### config.mk
export PLATFORM = sky130hd
export DESIGN_NAME = mult_operand_feeder
export DESIGN_NICKNAME = d
export VERILOG_FILES = /design/src/rtl/mult_pkg.sv /design/src/rtl/mult_op_fifo.sv /design/src/rtl/mult_operand_feeder.sv
export SDC_FILE = /design/constraint.sdc
export NUM_CORES = 1
export LEC_CHECK = 0
export ABC_AREA = 0
export BUFFER_PORTS_ARGS = -buffer_cell sky130_fd_sc_hd__buf_2
export CAP_MARGIN = 20
export CELL_PAD_IN_SITES_DETAIL_PLACEMENT = 1
export CELL_PAD_IN_SITES_GLOBAL_PLACEMENT = 1
export CORE_ASPECT_RATIO = 1.5
export CORE_MARGIN = 1.5
export CORE_UTILIZATION = 39
export CTS_CLUSTER_SIZE = 40
export DETAILED_ROUTE_END_ITERATION = 7
export HOLD_SLACK_MARGIN = 0.08
export PLACE_DENSITY_LB_ADDON = 0.1
export SETUP_SLACK_MARGIN = 0.5
export SLEW_MARGIN = 30
export SYNTH_ARGS = -nofsm -noshare
export SYNTH_HDL_FRONTEND = slang
export SYNTH_SLANG_ARGS = --single-unit
### constraint.sdc
create_clock -name clk -period 1.8 [get_ports clk]
set_clock_uncertainty 0.05 [all_clocks]
set_input_delay 0.36 -clock clk [delete_from_list [all_inputs] [get_ports clk]]
set_output_delay 0.36 -clock clk [all_outputs]
set_load 0.01 [all_outputs]
### src/rtl/mult_pkg.sv
// Shared constants and types for the shift-add multiplier and its operand feeder.
// The multiplier runs a fixed 10-stage frame; the feeder's RUN counter tracks stages 0..8.
package mult_pkg;

   localparam int OP_W       = 8;
   localparam int RES_W      = 2 * OP_W;
   localparam int CNT_W      = 4;
   localparam int MULT_FRAME = 10;

   // Last stage spent in RUN; the stage after it is the one where the product is final.
   localparam logic [CNT_W-1:0] MULT_LAST_STAGE = 4'd8;

   typedef enum logic [1:0] {
      IDLE = 2'd0,
      RUN  = 2'd1,
      DONE = 2'd2
   } feeder_state_t;

endpackage

### src/rtl/mult_op_fifo.sv
// Small operand-pair FIFO: circular buffer with an occupancy counter.
// A push while full is dropped; a push and a pop in the same cycle both take effect.
module mult_op_fifo
   import mult_pkg::*;
#(
   parameter int DEPTH  = 2,
   parameter int DATA_W = 2 * OP_W
) (
   input  logic              clk,
   input  logic              rst,
   input  logic              push,
   input  logic              pop,
   input  logic [DATA_W-1:0] wdata,
   output logic [DATA_W-1:0] rdata,
   output logic              full,
   output logic              empty
);

   localparam int PTR_W = (DEPTH > 1) ? $clog2(DEPTH) : 1;
   localparam int CNT_W_F = $clog2(DEPTH + 1);
   localparam logic [PTR_W-1:0]   LAST_PTR = PTR_W'(DEPTH - 1);
   localparam logic [CNT_W_F-1:0] FULL_CNT = CNT_W_F'(DEPTH);

   logic [DATA_W-1:0]  mem [DEPTH];
   logic [PTR_W-1:0]   wr_ptr;
   logic [PTR_W-1:0]   rd_ptr;
   logic [CNT_W_F-1:0] count;
   logic               do_push;
   logic               do_pop;

   assign full    = (count == FULL_CNT);
   assign empty   = (count == '0);
   assign do_push = push && !full;
   assign do_pop  = pop && !empty;
   assign rdata   = mem[rd_ptr];

   // NOTE: sequential state uses non-blocking assignments so every register updates from pre-edge values.
   always_ff @(posedge clk or negedge rst) begin
      if (!rst) begin
         wr_ptr <= '0;
         rd_ptr <= '0;
         count  <= '0;
      end else begin
         if (do_push)
            wr_ptr <= (wr_ptr == LAST_PTR) ? '0 : wr_ptr + 1'b1;
         if (do_pop)
            rd_ptr <= (rd_ptr == LAST_PTR) ? '0 : rd_ptr + 1'b1;
         case ({do_push, do_pop})
            2'b10:   count <= count + 1'b1;
            2'b01:   count <= count - 1'b1;
            default: count <= count;
         endcase
      end
   end

   // NOTE: storage is deliberately not reset; count alone says which entries are live.
   always_ff @(posedge clk) begin
      if (do_push)
         mem[wr_ptr] <= wdata;
   end

endmodule

### src/rtl/mult_operand_feeder.sv
// Feeds queued operand pairs to the 10-cycle shift-add multiplier one at a time,
// sequencing its sync reset and inputs, and returns each product on a valid/ready stream.
module mult_operand_feeder
   import mult_pkg::*;
#(
   parameter int FIFO_DEPTH = 2
) (
   input  logic             clk,
   input  logic             rst,
   input  logic             in_valid,
   output logic             in_ready,
   input  logic [OP_W-1:0]  in_a,
   input  logic [OP_W-1:0]  in_b,
   output logic             mult_rst,
   output logic [OP_W-1:0]  mult_in1,
   output logic [OP_W-1:0]  mult_in2,
   input  logic [RES_W-1:0] mult_out,
   output logic             res_valid,
   input  logic             res_ready,
   output logic [RES_W-1:0] res_data,
   output logic             busy
);

   feeder_state_t       state, state_nxt;
   logic [CNT_W-1:0]    cnt, cnt_nxt;
   logic                mult_rst_nxt;
   logic [OP_W-1:0]     mult_in1_nxt, mult_in2_nxt;
   logic                res_valid_nxt;
   logic [RES_W-1:0]    res_data_nxt;

   logic                fifo_push, fifo_pop, fifo_full, fifo_empty;
   logic [2*OP_W-1:0]   fifo_rdata;
   logic                can_start;

   // in_ready ignores a same-cycle pop to keep it free of the FSM decode.
   assign in_ready  = !fifo_full;
   assign fifo_push = in_valid && in_ready;
   assign can_start = !fifo_empty && (!res_valid || res_ready);
   assign busy      = (state != IDLE);

   mult_op_fifo #(
      .DEPTH  (FIFO_DEPTH),
      .DATA_W (2 * OP_W)
   ) u_fifo (
      .clk   (clk),
      .rst   (rst),
      .push  (fifo_push),
      .pop   (fifo_pop),
      .wdata ({in_a, in_b}),
      .rdata (fifo_rdata),
      .full  (fifo_full),
      .empty (fifo_empty)
   );

   // NOTE: every signal driven here gets a default first, so no path can infer a latch.
   always_comb begin
      state_nxt     = state;
      cnt_nxt       = cnt;
      mult_rst_nxt  = mult_rst;
      mult_in1_nxt  = mult_in1;
      mult_in2_nxt  = mult_in2;
      res_valid_nxt = res_valid;
      res_data_nxt  = res_data;
      fifo_pop      = 1'b0;

      if (res_valid && res_ready)
         res_valid_nxt = 1'b0;

      case (state)
         IDLE: begin
            mult_rst_nxt = 1'b1;
            if (can_start) begin
               fifo_pop                     = 1'b1;
               {mult_in1_nxt, mult_in2_nxt} = fifo_rdata;
               mult_rst_nxt                 = 1'b0;
               cnt_nxt                      = '0;
               state_nxt                    = RUN;
            end
         end
         RUN: begin
            mult_rst_nxt = 1'b0;
            if (cnt == MULT_LAST_STAGE)
               state_nxt = DONE;
            else
               cnt_nxt = cnt + 1'b1;
         end
         DONE: begin
            // Multiplier is at its final stage; it wraps to stage 0 on its own.
            res_data_nxt  = mult_out;
            res_valid_nxt = 1'b1;
            mult_rst_nxt  = 1'b1;
            state_nxt     = IDLE;
         end
         default: begin
            mult_rst_nxt = 1'b1;
            state_nxt    = IDLE;
         end
      endcase
   end

   always_ff @(posedge clk or negedge rst) begin
      if (!rst) begin
         state     <= IDLE;
         cnt       <= '0;
         mult_rst  <= 1'b1;
         mult_in1  <= '0;
         mult_in2  <= '0;
         res_valid <= 1'b0;
         res_data  <= '0;
      end else begin
         state     <= state_nxt;
         cnt       <= cnt_nxt;
         mult_rst  <= mult_rst_nxt;
         mult_in1  <= mult_in1_nxt;
         mult_in2  <= mult_in2_nxt;
         res_valid <= res_valid_nxt;
         res_data  <= res_data_nxt;
      end
   end

endmodule
==> impl_metrics.xml <==
<?xml version="1.0" encoding="UTF-8"?>
<metrics>
  <group name="logic_synthesis">
    <metric name="yosysSeqAreaShare" unit="">0.695</metric>
    <metric name="syn-instance-count" unit="">171</metric>
    <metric name="avgSynthCellArea" unit="µm²">17.3</metric>
    <metric name="synth.yosys.warnings" unit="">0</metric>
    <metric name="synth-edff-count" unit="">32</metric>
    <metric name="mappedNetlistNets" unit="">210</metric>
    <metric name="post_synth_top_flop" unit="">dfrtp_1</metric>
    <metric name="synth-seq-cells" unit="">76</metric>
    <metric name="synth-async-reset-ratio" unit="">0.579</metric>
    <metric name="mapped_cell_area" unit="µm²">2970</metric>
    <metric name="synth_cell_type_count" unit="">29</metric>
  </group>
  <group name="drt">
    <metric name="detail_route.iter0.violations" unit="">80</metric>
    <metric name="via_count" unit="">1845</metric>
    <metric name="ant_nets" unit="">0</metric>
    <metric name="viasPerCell" unit="">4.73</metric>
    <metric name="number_of_remaining_drc_errors" unit="">0</metric>
    <metric name="routed_wirelength" unit="µm">6750</metric>
    <metric name="drt-pass1-iter-count" unit="">3</metric>
    <metric name="route.detailed.wl_per_inst" unit="µm">17.3</metric>
  </group>
  <group name="clock_tree">
    <metric name="worst_setup_hold_path_clk_slew" unit="ns">0.09</metric>
    <metric name="cts.root.buffer_cell" unit="">clkbuf_8</metric>
    <metric name="htree_num_levels" unit="">3</metric>
    <metric name="clkLatencyLatePin" unit="ns">0.36</metric>
    <metric name="clock_tree.buffer_depth" unit="">2</metric>
    <metric name="cts_made_buffers" unit="">9</metric>
    <metric name="cts_tree" unit="">built</metric>
    <metric name="cts.sink_count" unit="">76</metric>
  </group>
  <group name="worst_setup_path">
    <metric name="timing.critical_path.from_type" unit="">flip-flop</metric>
    <metric name="kind_of_critical_path" unit="">reg2reg</metric>
    <metric name="worst_ep_required_time" unit="ns">1.98</metric>
    <metric name="crit_fanout" unit="">9</metric>
    <metric name="critPathSlowestCell" unit="">dfrtp_1</metric>
    <metric name="crit_path_max_incr_delay" unit="ns">0.39</metric>
    <metric name="setup.reg_to_reg.worst_slack" unit="ns">0.20</metric>
    <metric name="cells_along_the_critical_path" unit="">or2_4 -&gt; nor3_4 -&gt; buf_4 -&gt; buf_12 -&gt; mux2_2</metric>
    <metric name="critical_path_arrival" unit="ns">1.79</metric>
    <metric name="critPathCaptureType" unit="">flip-flop</metric>
  </group>
  <group name="global_route">
    <metric name="grt_pass1_wl" unit="µm">9980</metric>
    <metric name="grt_start_max_net_pins" unit="">20</metric>
    <metric name="number_of_antenna_violations_at_the_first_check_in_global_routing" unit="">0</metric>
    <metric name="globalRouteOverflowTotal" unit="">0</metric>
    <metric name="grt.total_usage" unit="">0.174</metric>
    <metric name="vias_in_the_first_global_route" unit="">2019</metric>
  </group>
  <group name="place">
    <metric name="cell_total_after_placement" unit="">345</metric>
    <metric name="preCtsSetupSlack" unit="ns">0.159</metric>
    <metric name="io_buffers" unit="">71</metric>
    <metric name="place_hpwl" unit="µm">3980</metric>
    <metric name="place.gp.congestion" unit="">0.706</metric>
  </group>
  <group name="run">
    <metric name="maxCapViolations" unit="">0</metric>
  </group>
  <group name="final_layout">
    <metric name="finalNetCount" unit="">324</metric>
    <metric name="drive_above_1_share" unit="">0.648</metric>
    <metric name="antenna-diode-count" unit="">0</metric>
    <metric name="final_cells" unit="">390</metric>
    <metric name="areaGrowthSynthToFinish" unit="%">41.0</metric>
  </group>
  <group name="sta">
    <metric name="post-route-min-period" unit="ns">1.60</metric>
    <metric name="rsz0062_at_grt" unit="">yes</metric>
    <metric name="final.period_utilization" unit="">0.889</metric>
    <metric name="hold_viol_final" unit="">0</metric>
    <metric name="finalSetupViolCount" unit="">0</metric>
    <metric name="slew-limit-headroom" unit="">0.676</metric>
    <metric name="worst-slew-pin-transition" unit="ns">0.486</metric>
    <metric name="report.final.slew_viol_count" unit="">0</metric>
    <metric name="post-route-worst-setup-slack" unit="ns">0.199</metric>
    <metric name="timing.setup.tns" unit="ns">0</metric>
    <metric name="fmax" unit="MHz">625</metric>
  </group>
  <group name="run_status">
    <metric name="outcome" unit="">finished clean</metric>
  </group>
  <group name="die">
    <metric name="core_area" unit="µm²">7320</metric>
    <metric name="die_boundary_width" unit="µm">74.2</metric>
    <metric name="design.portCount" unit="">72</metric>
    <metric name="placement_rows" unit="">38</metric>
    <metric name="overall_die_area" unit="µm²">8150</metric>
    <metric name="floorplan.initialDensity" unit="">0.405</metric>
    <metric name="vertical_die_dimension" unit="µm">110</metric>
  </group>
  <group name="pwr">
    <metric name="cellPowerDensity" unit="nW/µm²">1770</metric>
    <metric name="cellLeakagePower" unit="nW">1.81</metric>
    <metric name="totalPowerFinal" unit="mW">7.40</metric>
    <metric name="vdd_ir_max" unit="V">0.000976</metric>
  </group>
  <group name="min_path">
    <metric name="min_path_type" unit="">in2reg</metric>
  </group>
</metrics>
[synth_stat cells, drive strengths merged, types with 2 or more instances]
cell type / number / share of area
buf: 4 / 0.010
dfrtp: 43 / 0.36
edfxtp: 32 / 0.32
ha: 3 / 0.013
inv: 4 / 0.0051
mux2: 48 / 0.19
nand2: 2 / 0.0025
nand2b: 2 / 0.0042
nand3: 2 / 0.0034
nor2: 5 / 0.0063
nor2b: 5 / 0.011
o21ai: 2 / 0.0034
o32ai: 2 / 0.0084
or2: 2 / 0.0051
xnor2: 4 / 0.012
xor2: 2 / 0.0059
[through the flow]
stage                     instance area (µm²)  utilization  hold WS (ns)
after floorplan                          3010            -        0.0144
after global placement                   3570        0.488         0.300
after detailed placement                 3570        0.488         0.298
after CTS                                4050        0.553         0.126
after global routing                     4180        0.571         0.123
final                                    4180        0.571         0.143
[timing repair]
| item | 4_1_cts | 5_1_grt |
|---|---|---|
| gates resized for setup | 23 | 7 |
| hold buffers | 1 | 0 |
| endpoints found under the setup margin | 102 | 108 |
| gates cloned | 3 | 2 |
| buffers inserted | 18 | 5 |
| pin swaps | 3 | 4 |
| endpoints found under the hold margin | 15 | 0 |
[where the power goes]
| part | total, mW | switching [mW] | internal [mW] | leakage (nW) |
|---|---|---|---|---|
| registers | 2.87 | 0.369 | 2.50 | 0.815 |
| logic | 3.19 | 1.30 | 1.89 | 0.890 |
| clock network | 1.34 | 0.624 | 0.712 | 0.102 |
| total | 7.40 | 2.29 | 5.11 | 1.81 |
[flip-flops by register name, indices dropped and copies added, names as in the netlist]
signal / flops
res_valid: 1
mult_in1: 8
state: 2
u_fifo.wr_ptr: 1
u_fifo.count: 2
mult_in2: 8
u_fifo.rd_ptr: 1
mult_rst: 1
u_fifo.mem: 32
cnt: 4
res_data: 16
[routing by layer]
| metal | track usage | wire length [µm] | up-vias |
|---|---|---|---|
| met4 | 0.0896 | 128 | 0 |
| met5 | 0 | 0 | - |
| met2 | 0.297 | 3750 | 51 |
| met1 | 0.189 | 2540 | 941 |
| met3 | 0.0541 | 339 | 10 |
| li1 | - | - | 843 |
[layout by cell type (no fill, tap or decap), types with 2 or more instances in the layout]
master | Yosys | routed
buf_2 | 3 | 64
dfrtp_1 | 43 | 41
mux2_2 | 40 | 40
edfxtp_1 | 32 | 32
buf_4 | 0 | 22
buf_6 | 0 | 12
clkbuf_8 | 0 | 11
mux2_4 | 8 | 8
buf_12 | 0 | 6
inv_1 | 4 | 4
xnor2_1 | 4 | 3
nor2b_1 | 5 | 3
nor2b_4 | 0 | 2
nor2_4 | 0 | 2
nor2_1 | 5 | 2
nand3_1 | 2 | 2
xor2_1 | 2 | 2
o21ai_1 | 0 | 2
ha_1 | 3 | 2
clkinv_2 | 0 | 2
clkbuf_16 | 0 | 2
dfrtp_2 | 0 | 2
[path summary, 6_finish.rpt]
check / from / end / cells past startpoint
hold reg to reg: mult_in1[2]$_DFFE_PN0P_ / mult_in1[2]$_DFFE_PN0P_ / 1
setup reg to reg: state[0]$_DFFE_PN0P_ / mult_in2[1]$_DFFE_PN0P_ / 5
max in group asynchronous: rst / u_fifo.rd_ptr$_DFFE_PN0P_ / 3
setup / recovery: state[0]$_DFFE_PN0P_ / mult_in2[1]$_DFFE_PN0P_ / 5
min in group asynchronous: rst / mult_in2[5]$_DFFE_PN0P_ / 2
hold / removal: in_a[5] / u_fifo.mem[0][13]$_DFFE_PP_ / 1
[critical path, delay by kind of cell, from the launching register on]
| family | cells | cell delay, ns |
|---|---|---|
| buffers and inverters | 2 | 0.28 |
| DFF | 1 | 0.39 |
| muxes | 1 | 0.33 |
| and+or+nand+nor | 2 | 0.44 |
[cells by family (layout without fill, tap and decap cells)]
group,after synthesis,count (layout),synth area share
flip-flops,76,76,0.695
multiplexers,49,49,0.196
AND/OR/NAND/NOR,22,22,0.0451
buffers and inverters,9,128,0.0164
AO/OA/AOI/OAI,6,6,0.0169
XOR/XNOR,6,6,0.0177
adder cells (fa/ha/maj),3,3,0.0127
[cell type report]
cell class / count / area, µm²
inverter: 4 / 15.0
sequential: 76 / 2070
clock buffer: 12 / 155
tap: 100 / 125
clock inverter: 4 / 47.5
timing repair buffer: 108 / 828
fill: 754 / 3140
multi-input combinational: 86 / 946
No activity file was read; power rests on OpenSTA's default activity.
